<file path="src/rtl/output_arbiter.sv">
// Per-output-port round-robin arbiter for the 5-port mesh router.
// Collects the request bits raised by the five input interfaces for this output,
// moves the winning flit into a one-flit output register, pulses the winner's
// buffer-clear and drives the so/ro handshake toward the downstream link.
module output_arbiter #(
  parameter int unsigned          DATA_WIDTH = 64,
  parameter int unsigned          NUM_PORTS  = 5,
  parameter logic [NUM_PORTS-1:0] DIRECTION  = 5'b00001
) (
  input  logic                            clk,
  input  logic                            rst,
  input  logic [NUM_PORTS-1:0]            req,
  input  logic [NUM_PORTS*DATA_WIDTH-1:0] dataI,
  input  logic                            ro,
  output logic                            so,
  output logic [DATA_WIDTH-1:0]           datao,
  output logic [NUM_PORTS-1:0]            buffer_clear,
  output logic [NUM_PORTS-1:0]            grant
);

  localparam int unsigned PTR_W = (NUM_PORTS > 1) ? $clog2(NUM_PORTS) : 1;

  typedef enum logic [0:0] {
    IDLE = 1'b0,
    SEND = 1'b1
  } state_t;

  // DIRECTION only identifies the instance; arbitration never looks at it.
  if (DIRECTION == '0) begin : g_dir_untagged
  end else begin : g_dir_tagged
  end

  state_t                 state;
  state_t                 state_d;
  logic [PTR_W-1:0]       ptr;
  logic [PTR_W-1:0]       ptr_d;
  logic                   so_d;
  logic [DATA_WIDTH-1:0]  datao_d;
  logic [NUM_PORTS-1:0]   grant_d;
  logic [NUM_PORTS-1:0]   clear_d;

  logic [NUM_PORTS-1:0]   eligible;
  logic                   win_found;
  logic [PTR_W-1:0]       win_idx;
  logic [NUM_PORTS-1:0]   win_onehot;
  logic                   load;
  logic [DATA_WIDTH-1:0]  flit [NUM_PORTS];

  // Split the flattened input bus into one flit per port
  always_comb begin : flit_unpack
    for (int unsigned i = 0; i < NUM_PORTS; i++) begin
      flit[i] = dataI[i*DATA_WIDTH +: DATA_WIDTH];
    end
  end

  // A port whose clear pulse is live may still show req for one more cycle; mask it
  assign eligible = req & ~buffer_clear;

  // Round-robin winner search starting just after the last granted port
  always_comb begin : winner_search
    int unsigned idx;
    win_found = 1'b0;
    win_idx   = '0;
    idx       = 0;
    for (int unsigned off = 1; off <= NUM_PORTS; off++) begin
      idx = (32'(ptr) + off) % NUM_PORTS;
      if (!win_found && eligible[PTR_W'(idx)]) begin
        win_found = 1'b1;
        win_idx   = PTR_W'(idx);
      end
    end
  end

  assign win_onehot = NUM_PORTS'(1) << win_idx;

  // Next-state and next-output logic; the output register is refilled whenever it
  // is empty or is being drained at this edge
  always_comb begin : next_state
    state_d = state;
    ptr_d   = ptr;
    so_d    = so;
    datao_d = datao;
    grant_d = grant;
    clear_d = '0;
    load    = 1'b0;

    case (state)
      IDLE: begin
        if (win_found) begin
          load = 1'b1;
        end
      end
      SEND: begin
        if (ro) begin
          if (win_found) begin
            load = 1'b1;
          end else begin
            so_d    = 1'b0;
            grant_d = '0;
            state_d = IDLE;
          end
        end
      end
      default: begin
        state_d = IDLE;
      end
    endcase

    if (load) begin
      datao_d = flit[win_idx];
      grant_d = win_onehot;
      clear_d = win_onehot;
      so_d    = 1'b1;
      ptr_d   = win_idx;
      state_d = SEND;
    end
  end

  // State, pointer and output registers; reset drops any held flit at once
  always_ff @(posedge clk or negedge rst) begin
    if (!rst) begin
      state        <= IDLE;
      ptr          <= PTR_W'(NUM_PORTS - 1);
      so           <= 1'b0;
      datao        <= '0;
      grant        <= '0;
      buffer_clear <= '0;
    end else begin
      state        <= state_d;
      ptr          <= ptr_d;
      so           <= so_d;
      datao        <= datao_d;
      grant        <= grant_d;
      buffer_clear <= clear_d;
    end
  end

endmodule
</file>
<file path="config.mk">
export PLATFORM = sky130hd
export DESIGN_NAME = output_arbiter
export DESIGN_NICKNAME = d
export VERILOG_FILES = /design/src/rtl/output_arbiter.sv
export SDC_FILE = /design/constraint.sdc
export NUM_CORES = 1
export LEC_CHECK = 0
export CAP_MARGIN = 10
export CORE_AREA = 4 4 153 155
export DETAILED_ROUTE_END_ITERATION = 12
export DIE_AREA = 0 0 157 159
export GPL_ROUTABILITY_DRIVEN = 0
export PLACE_DENSITY = 0.89
export SYNTH_ARGS = -nofsm -noshare
export SYNTH_HDL_FRONTEND = slang
export SYNTH_SLANG_ARGS = --single-unit
</file>
<file path="constraint.sdc">
create_clock -name clk -period 8.91 [get_ports clk]
set_input_delay 1.782 -clock clk [delete_from_list [all_inputs] [get_ports clk]]
set_output_delay 1.782 -clock clk [all_outputs]
set_load 0.01 [all_outputs]
</file>
==> summary.md, run 1 <==
| Metric | Value |
|---|---|
| HPWL after detailed placement | 28800 µm |
| Final setup fails | 0 |
| Wire per inst | 23.3 µm |
| Tot GR Track Use | between 20 and 30% |
| Critical path endpoint category | flop |
| Floorplan row count | 54 |
| Primary FF master, synth | dfrtp_1 |
| Largest net degree at the start of global routing | about 130 |
| Clock sink count | 79 |
| Arr. time, crit path | between 7 and 8 ns |
| Clk_skew | 0.0147 ns |
| Fillers | 1882 |
| Hold-fix buffers, CTS | 0 |
| Area delta synth->final | 46.5% |
| Cells after synthesis | 1134 |
| Setup ws final | roughly 1.8 ns |
| Tcrit/Tclk final | 79.4% |
| TritonRoute pass-1 iters | 7 |
| Final net count | 1772 |
| Post-CTS Setup Inserts | 0 |
| Grt total ovfl | 0 |
| Starting Density | 41.4% |
| Share of cells above drive strength 1 | 5.12% |
| Setup_tns | 0 ns |
| Worst path required time | 9.13 ns |
| Kind of critical path | flop to flop |
| Total wire length | 39800 µm |
| Post-synth EDFFs | 0 |
| Pre-CTS worst setup slack | 1.97 ns |
| CTS tree | built |
| Cell area after synthesis | 0.00902 mm² |
| First-pass GRT wire length | 60200 µm |
| Antenna violations before repair | 6 |
| Avg Vias per Cell | 6.56 |
| CTS clk-pin slew, worst paths | ~0.070 ns |
| Hold_sp | grant[0]$_DFFE_PN0P_ |
| Max Cap Viol | 0 |
| Worst r2r src | ptr[0]$_DFFE_PN0P_ |
| Max FO, Critical Path | slightly below 80 |
| RSZ-0062 raised after global routing | false |
| Post-route ant nets | 0 |
| Die Ht | 159 µm |
| Worst-Skew Late Latency | 0.34 ns |
| Core Region | 0.0218 mm² |
| YS warnings | 0 |
| Status | finished, final reports clean |
| Initial DRC count | ~1300 |
| Max clock buf depth | 2 |
| Critical Path Source Type | flop |
| Worst rel slew slack | roughly 34% |
| Final hold vios | 0 |
| I/O pin cnt | 403 |
| Yosys cell types | 76 |
| Vias in the first global route | ~11000 |
| CTS root buf | clkbuf_16 |
| Reg2Reg Setup Slack | 1.83 ns |
| Final Critical Period | a little over 7 ns |
| Reg2reg end | datao[37]$_DFFE_PN0P_ |
| Hold Path Depth | 2 |
| Syn Nets | 1486 |
| IO Port Bufs | about 400 |
| Post-route DRC | 0 |
| Number of gates resized after cts | 0 |
| Flops & latches, synth | 79 |
| Tightest Pin Transition | between 0.9 and 1 ns |
| Die Area | 0.0250 mm² |
| Async set-or-reset flop fraction in the synthesized netlist | 100% |
| Worst Hold Path EP | grant[0]$_DFFE_PN0P_ |
| Worst r2r path cells | 20 |
| CTS buffer count | 9 |
| Type of the most critical hold path | flop to flop |
| Maximum clock rate | between 100 and 150 MHz |
| Post-synthesis sequential area ratio | 21.9% |
| Die Wd | 157 µm |
| Final Max Tran Viols | 0 |
| Htree depth | 3 |
| Vias | 11200 |
| Syn Area/Cell | 7.96 µm² |
metrics by stage:
stage                     area (µm²)  hold slack, ns  instances  utilization, %
after floorplan                 9020           0.443       1134               -
after global placement         12900           0.462       1689            59.3
after detailed placement       12900           0.474       1689            59.3
after CTS                      13200           0.491       1705            60.6
after global routing           13200           0.508       1706            60.6
final                          13200           0.490       1706            60.6
layout make-up:
type | instances | area, µm² | area share (%)
antenna | 1 | 2.50 | 0.0189
tap | 280 | 350 | 2.65
multi-input combinational | 893 | 6360 | 48.1
clock inverter | 5 | 35.0 | 0.265
timing repair buffer | 420 | 4190 | 31.7
inverter | 17 | 66.3 | 0.502
clock buffer | 11 | 233 | 1.76
sequential | 79 | 1980 | 15.0
routing by layer:
layer  global-route usage, %  up-vias  share of wire (%)
met1                    36.5     5267                 37
met4                    11.4       10                4.6
met2                    50.2      712                 49
met5                       0        -               0.22
met3                    7.12      127                9.9
li1                        -     5074                  -
worst max-delay path by stage:
stage | from | endpoint | slack [ns] | cells after the start
2_1_floorplan | ptr[0]$_DFFE_PN0P_ | grant[4]$_DFFE_PN0P_ | 2.75 | 26
5_1_grt | ptr[0]$_DFFE_PN0P_ | datao[0]$_DFFE_PN0P_ | 1.27 | 20
6_report | ptr[0]$_DFFE_PN0P_ | datao[37]$_DFFE_PN0P_ | 1.83 | 20
3_3_place_gp | ptr[0]$_DFFE_PN0P_ | datao[35]$_DFFE_PN0P_ | 2.38 | 20
3_5_place_dp | ptr[0]$_DFFE_PN0P_ | datao[12]$_DFFE_PN0P_ | 1.97 | 20
4_1_cts | ptr[0]$_DFFE_PN0P_ | datao[12]$_DFFE_PN0P_ | 1.97 | 20
critical path, stage by stage (launching register included):
cell and delay (ns):
dfrtp_1 0.69, buf_4 0.42, ha_1 0.42, xor2_4 0.35, ha_1 0.29, nor3b_1 0.07
a22oi_1 0.23, and2_1 0.29, ha_1 0.25, nor2b_1 0.22, a2111oi_0 0.13, nor3_1 0.68
o2111ai_1 0.23, o22a_1 0.25, a21bo_2 0.22, nand4b_4 0.13, a2111o_1 0.48, nand2_4 0.70
buf_4 0.47, a211oi_1 0.09, o31a_1 0.31
state kept, by name, indices dropped and copies added, names as in the netlist:
signal        flops
state             1
grant             5
so                1
ptr               3
datao            64
buffer_clear      5
cells in the mapped netlist, types with 5 or more instances:
library cell | n | area, µm²
nand4_1 | 130 | 813
nor3_1 | 13 | 65.1
nor4_1 | 6 | 37.5
ha_1 | 24 | 300
nand2_1 | 22 | 82.6
clkbuf_1 | 87 | 327
buf_1 | 7 | 26.3
o31ai_1 | 135 | 1010
a21o_1 | 75 | 563
a211oi_2 | 10 | 125
nor2_1 | 27 | 101
o211ai_1 | 5 | 37.5
buf_2 | 36 | 180
nand2b_1 | 81 | 507
o31a_1 | 66 | 578
a21oi_1 | 92 | 460
dfrtp_1 | 78 | 1950
o21ai_0 | 27 | 135
inv_1 | 16 | 60.1
nor2b_1 | 9 | 56.3
o21a_1 | 5 | 37.5
buf_6 | 9 | 101
a211oi_1 | 66 | 495
or3_1 | 7 | 43.8
nand3_1 | 8 | 40.0
logic make-up (layout without fill, tap and decap cells):
group	count (synthesis)	after routing	synth area share (%)
other	0	1	0
adders and majority gates	24	24	3.33
and+or+nand+nor	328	328	21.6
muxes	6	6	0.735
DFF	79	79	21.9
AOI/OAI and AO/OA	528	528	42.9
buffers and inverters	162	453	8.40
xor gates and xnor gates	7	7	1.05
placed cells by master, fill, tap and decap left out, types with 27 or more instances in the layout:
cell and instances:
a211oi_1 66, a21o_1 75, a21oi_1 92, clkdlybuf4s50_1 401, dfrtp_1 78, nand2b_1 80
nand4_1 130, o21ai_0 27, o31a_1 66, o31ai_1 135
Power of run 1 is left out: the tool's default activity adds up to more than one toggle a clock period on the data nets, which glitch-free logic cannot reach.
==> inputs of run 2 (changes only) <==
- clock period: 8.91 -> 7.28 ns (I/O delays scaled with it)
==> run 2 against run 1 <==
  * Non-clock buffer count grew 8
  * Utilization up 0.57 points
  * Clock skew shrank 0.0053 ns
==> summary.md, run 2 (synthesis results as in run 1) <==
| Metric | Value |
|---|---|
| Initial DRC count | 1387 (was 1321) |
| CTS root buf | clkbuf_16 (unchanged) |
| Setup_tns | 0 ns (unchanged) |
| Arr. time, crit path | 6.72 ns (was 7.30 ns) |
| Vias in the first global route | 11000 (was 10600) |
| Post-route DRC | 0 (unchanged) |
| Clock sink count | 79 (unchanged) |
| Post-CTS Setup Inserts | 0 (unchanged) |
| Worst rel slew slack | 38.7% (was 33.8%) |
| Fillers | 1864 (was 1882) |
| Hold_sp | grant[3]$_DFFE_PN0P_ (was grant[0]$_DFFE_PN0P_) |
| First-pass GRT wire length | 61500 µm (was 60200 µm) |
| Area delta synth->final | 47.9% (was 46.5%) |
| Floorplan row count | 54 (unchanged) |
| Core Region | 0.0218 mm² (unchanged) |
| Critical path endpoint category | flop (unchanged) |
| Die Ht | 159 µm (unchanged) |
| CTS clk-pin slew, worst paths | 0.06 ns (was 0.07 ns) |
| Hold-fix buffers, CTS | 0 (unchanged) |
| Max Cap Viol | 0 (unchanged) |
| Inst Count DP | 1697 (was 1689) |
| Vias | 11300 (was 11200) |
| Share of cells above drive strength 1 | 5.79% (was 5.12%) |
| Post-route ant nets | 0 (unchanged) |
| Clk_skew | 0.00936 ns (was 0.0147 ns) |
| Final hold vios | 0 (unchanged) |
| Regs by FF count | datao: 64 flops, buffer_clear: 5 flops, grant: 5 flops (unchanged) |
| Worst path required time | 7.56 ns (was 9.13 ns) |
| IO Port Bufs | 402 (unchanged) |
| Wire per inst | 23.7 µm (was 23.3 µm) |
| Largest register FFs | 64 (unchanged) |
| Final Critical Period | 6.44 ns (was 7.08 ns) |
| Antenna violations before repair | 5 (was 6) |
| Grt total ovfl | 0 (unchanged) |
| I/O pin cnt | 403 (unchanged) |
| Kind of critical path | flop to flop (unchanged) |
| GR peak layer | met2 (unchanged) |
| GR Util met2 | 50.7% (was 50.2%) |
| Critical Path Source Type | flop (unchanged) |
| Worst-Skew Late Latency | 0.35 ns (was 0.34 ns) |
| GR Layer Usage met1 | 37.5% (was 36.5%) |
| Met3 Use GR | 7.31% (was 7.12%) |
| Type of the most critical hold path | flop to flop (unchanged) |
| Final Max Tran Viols | 0 (unchanged) |
| RSZ-0062 raised after global routing | false (unchanged) |
| Tcrit/Tclk final | 88.5% (was 79.4%) |
| CTS buffer count | 9 (unchanged) |
| Hold Path Depth | 1 (was 2) |
| Avg Vias per Cell | 6.59 (was 6.56) |
| Tot GR Track Use | 30.3% (was 29.8%) |
| Final setup fails | 0 (unchanged) |
| Maximum clock rate | 155 MHz (was 141 MHz) |
| Total wire length | 40700 µm (was 39800 µm) |
| Commonest non-fill, non-tap cells in the layout | clkdlybuf4s50_1, o31ai_1, nand4_1 (unchanged) |
| Most common cell after layout, fill and taps aside | clkdlybuf4s50_1 (unchanged) |
| Number of gates resized after cts | 0 (unchanged) |
| CTS tree | built (unchanged) |
| Die Wd | 157 µm (unchanged) |
| Starting Density | 41.4% (unchanged) |
| Tightest Pin Transition | 0.920 ns (was 0.993 ns) |
| Max FO, Critical Path | 73 (was 77) |
| Largest net degree at the start of global routing | 129 (unchanged) |
| Worst r2r path cells | 19 (was 20) |
| Status | finished, final reports clean (unchanged) |
| HPWL after detailed placement | 28900 µm (was 28800 µm) |
| Worst r2r src | ptr[1]$_DFFE_PN0P_ (was ptr[0]$_DFFE_PN0P_) |
| TritonRoute pass-1 iters | 6 (was 7) |
| Post-Layout Cell Count | 1715 (was 1706) |
| Htree depth | 3 (unchanged) |
| Top reg by flops | datao (unchanged) |
| Die Area | 0.0250 mm² (unchanged) |
| Final net count | 1780 (was 1772) |
| Max clock buf depth | 2 (unchanged) |
| CP Launch Point | ptr[1]$_DFFE_PN0P_ (was ptr[0]$_DFFE_PN0P_) |
[run 2: cell types whose count changed in the layout (fill, tap and decap cells not counted)]
| cell | delta |
|---|---|
| buf_4 | +7 |
| clkbuf_8 | +3 |
| clkbuf_1 | -2 |
| clkinv_4 | -2 |
| buf_12 | +1 |
| bufinv_16 | +1 |
| clkinv_2 | -1 |
| diode_2 | +1 |
| inv_6 | +1 |
[run 2: critical path, cell delays in order (launching register included)]
cell and delay [ns]:
dfrtp_1 0.54, inv_1 0.23, ha_1 0.73, ha_1 0.33, nor2_1 0.10, a211o_1 0.33, and2_1 0.23, ha_1 0.25
nor2b_1 0.16, a2111oi_0 0.47, nor3_1 0.23, o2111ai_1 0.26, o22a_1 0.18, a21bo_2 0.24, nand4b_4 0.11, or3_4 0.67
buf_4 0.62, nand4_1 0.17, a211oi_1 0.25, o31a_1 0.18
[run 2: final timing paths]
| check | endpoint | slack (ns) |
|---|---|---|
| max | datao[59]$_DFFE_PN0P_ | 0.84 |
| max in group asynchronous | ptr[0]$_DFFE_PN0P_ | 5.12 |
| min | grant[3]$_DFFE_PN0P_ | 0.48 |
| min in group asynchronous | datao[30]$_DFFE_PN0P_ | 1.08 |
| min reg2reg | grant[3]$_DFFE_PN0P_ | 0.48 |
| max reg2reg | datao[59]$_DFFE_PN0P_ | 0.84 |
[run 2: final cells by class]
class                           count  area (µm²)  share of cell area (%)
Clock inverter                      4        51.3                   0.384
Inverter                           17        66.3                   0.497
Antenna cell                        2        5.00                  0.0375
Multi-Input combinational cell    893        6360                    47.7
Sequential cell                    79        1980                    14.8
Tap cell                          280         350                    2.63
Clock buffer                       12         267                    2.00
Timing Repair Buffer              428        4270                    32.0
[run 2: per-layer routing]
layer  vias to the layer above  share of wire [%]
li1                       5077                  -
met1                      5340                 37
met2                       741                 48
met3                       141                 10
met4                         6                4.7
met5                         -               0.11
[run 2: per-stage QoR]
step	util (%)	hold slack, ns	setup WS (ns)	instance area, µm²
after detailed placement	59.7	0.475	0.965	13000
final	61.1	0.483	0.836	13300
after global routing	61.1	0.502	0.422	13300
after floorplan	-	0.443	1.12	9020
after global placement	59.7	0.461	1.17	13000
after CTS	61.1	0.490	0.914	13300
Power of run 2 is left out for the same reason.
==> inputs of run 3 (changes only) <==
- MAX_ROUTING_LAYER: default -> met4
==> run 3 against run 2 <==
  * Cell count is 0.17% higher
  * Highest routed layer is now met4
  * Wire length is 0.22% lower
  * Hold slack better by 0.0016 ns
  * Sequential share of layout area hardly changed
  * Non-clock buffer count stayed put
  * Critical endpoint is now datao[58]$_DFFE_PN0P_
==> summary.md, run 3 (synthesis results as in run 1) <==
| Metric | Value |
|---|---|
| Type of the most critical hold path | flop to flop (unchanged) |
| Die Ht | 159 µm (unchanged) |
| Worst path required time | 7.56 ns (about the same) |
| Grt total ovfl | 0 (unchanged) |
| Final Critical Period | 6.47 ns (was 6.44 ns) |
| RSZ-0062 raised after global routing | false (unchanged) |
| Share of cells above drive strength 1 | 5.79% (unchanged) |
| Final setup fails | 0 (unchanged) |
| Final core utilization | 61.2% (was 61.1%) |
| Commonest non-fill, non-tap cells in the layout | clkdlybuf4s50_1, o31ai_1, nand4_1 (unchanged) |
| Max Cap Viol | 0 (unchanged) |
| TritonRoute pass-1 iters | 8 (was 6) |
| Vias | 11300 (about the same) |
| Clk_skew | 0.0120 ns (was 0.00936 ns) |
| Tcrit/Tclk final | 88.8% (was 88.5%) |
| Post-route ant nets | 0 (unchanged) |
| Maximum clock rate | 155 MHz (about the same) |
| Wire per inst | 23.6 µm (was 23.7 µm) |
| Hold_sp | grant[3]$_DFFE_PN0P_ (unchanged) |
| Starting Density | 41.4% (unchanged) |
| Critical Path Source Type | flop (unchanged) |
| Top reg by flops | datao (unchanged) |
| Initial DRC count | 1408 (was 1387) |
| I/O pin cnt | 403 (unchanged) |
| Worst rel slew slack | 40.3% (was 38.7%) |
| Clock sink count | 79 (unchanged) |
| Arr. time, crit path | 6.74 ns (was 6.72 ns) |
| Final hold vios | 0 (unchanged) |
| Post-route DRC | 0 (unchanged) |
| Max clock buf depth | 2 (unchanged) |
| Regs by FF count | datao: 64 flops, buffer_clear: 5 flops, grant: 5 flops (unchanged) |
| Kind of critical path | flop to flop (unchanged) |
| Max FO, Critical Path | 73 (unchanged) |
| IO Port Bufs | 402 (unchanged) |
| Avg Vias per Cell | 6.58 (was 6.59) |
| Most common cell after layout, fill and taps aside | clkdlybuf4s50_1 (unchanged) |
| Vias in the first global route | 11000 (about the same) |
| Fillers | 1863 (was 1864) |
| Die Area | 0.0250 mm² (unchanged) |
| Tightest Pin Transition | 0.895 ns (was 0.920 ns) |
| Post-CTS Setup Inserts | 0 (unchanged) |
| Total wire length | 40600 µm (was 40700 µm) |
| Largest register FFs | 64 (unchanged) |
| Setup_tns | 0 ns (unchanged) |
| Hold slack final | 0.485 ns (was 0.483 ns) |
| CTS tree | built (unchanged) |
| Final Max Tran Viols | 0 (unchanged) |
| Worst r2r src | ptr[1]$_DFFE_PN0P_ (unchanged) |
| Tot GR Track Use | 31.2% (was 30.3%) |
| Floorplan row count | 54 (unchanged) |
| Status | finished, final reports clean (unchanged) |
| Number of gates resized after cts | 0 (unchanged) |
| Largest net degree at the start of global routing | 129 (unchanged) |
| First-pass GRT wire length | 61400 µm (was 61500 µm) |
| Area delta synth->final | 47.9% (about the same) |
| Antenna violations before repair | 5 (unchanged) |
| CTS buffer count | 9 (unchanged) |
| Hold-fix buffers, CTS | 0 (unchanged) |
| Final net count | 1780 (unchanged) |
| CP Launch Point | ptr[1]$_DFFE_PN0P_ (unchanged) |
| Critical path endpoint category | flop (unchanged) |
| CTS clk-pin slew, worst paths | 0.06 ns (about the same) |
| CTS root buf | clkbuf_16 (unchanged) |
| Die Wd | 157 µm (unchanged) |
| HPWL after detailed placement | 28900 µm (unchanged) |
| Reg2Reg Setup Slack | 0.81 ns (was 0.84 ns) |
| Htree depth | 3 (unchanged) |
| Core Region | 0.0218 mm² (unchanged) |
| Worst-Skew Late Latency | 0.35 ns (about the same) |
## run 3: area by class of cell
class	count	area (µm²)	area share [%]
timing repair buffer	428	4270	32.0
multi-input combinational	893	6360	47.6
antenna	5	12.5	0.0937
clock buffer	12	267	2.00
tap	280	350	2.62
sequential	79	1980	14.8
clock inverter	4	51.3	0.384
inverter	17	66.3	0.497
## run 3: path summary, 6_finish.rpt
path | end | cells past startpoint
setup / recovery | datao[58]$_DFFE_PN0P_ | 19
hold / removal | grant[3]$_DFFE_PN0P_ | 1
setup reg to reg | datao[58]$_DFFE_PN0P_ | 19
hold reg to reg | grant[3]$_DFFE_PN0P_ | 1
max in group asynchronous | grant[3]$_DFFE_PN0P_ | 2
min in group asynchronous | datao[30]$_DFFE_PN0P_ | 1
## run 3: through the flow
stage	std cells	instance area [µm²]	setup slack [ns]
global route	1718	13400	0.423
finish	1718	13400	0.815
CTS	1713	13300	0.914
detailed placement	1697	13000	0.965
global placement	1697	13000	1.17
floorplan	1134	9020	1.12
## run 3: critical path, stage by stage, from the launching register on
cell and delay (ns):
dfrtp_1 0.54, inv_1 0.23, ha_1 0.73, ha_1 0.33, nor2_1 0.10, a211o_1 0.33, and2_1 0.23, ha_1 0.24
nor2b_1 0.16, a2111oi_0 0.47, nor3_1 0.23, o2111ai_1 0.26, o22a_1 0.17, a21bo_2 0.24, nand4b_4 0.12, or3_4 0.69
buf_4 0.64, nand4_1 0.16, a211oi_1 0.27, o31a_1 0.19
## run 3: per-layer routing
layer	wire length (µm)	up-vias	part of all wire [%]	GRT usage, %
met4	1820	0	4.5	12.0
li1	-	5087	-	-
met3	4200	133	10	6.82
met5	0	-	0	-
met1	15100	5331	37	38.1
met2	19400	747	48	50.3
Power of run 3 is left out for the same reason.
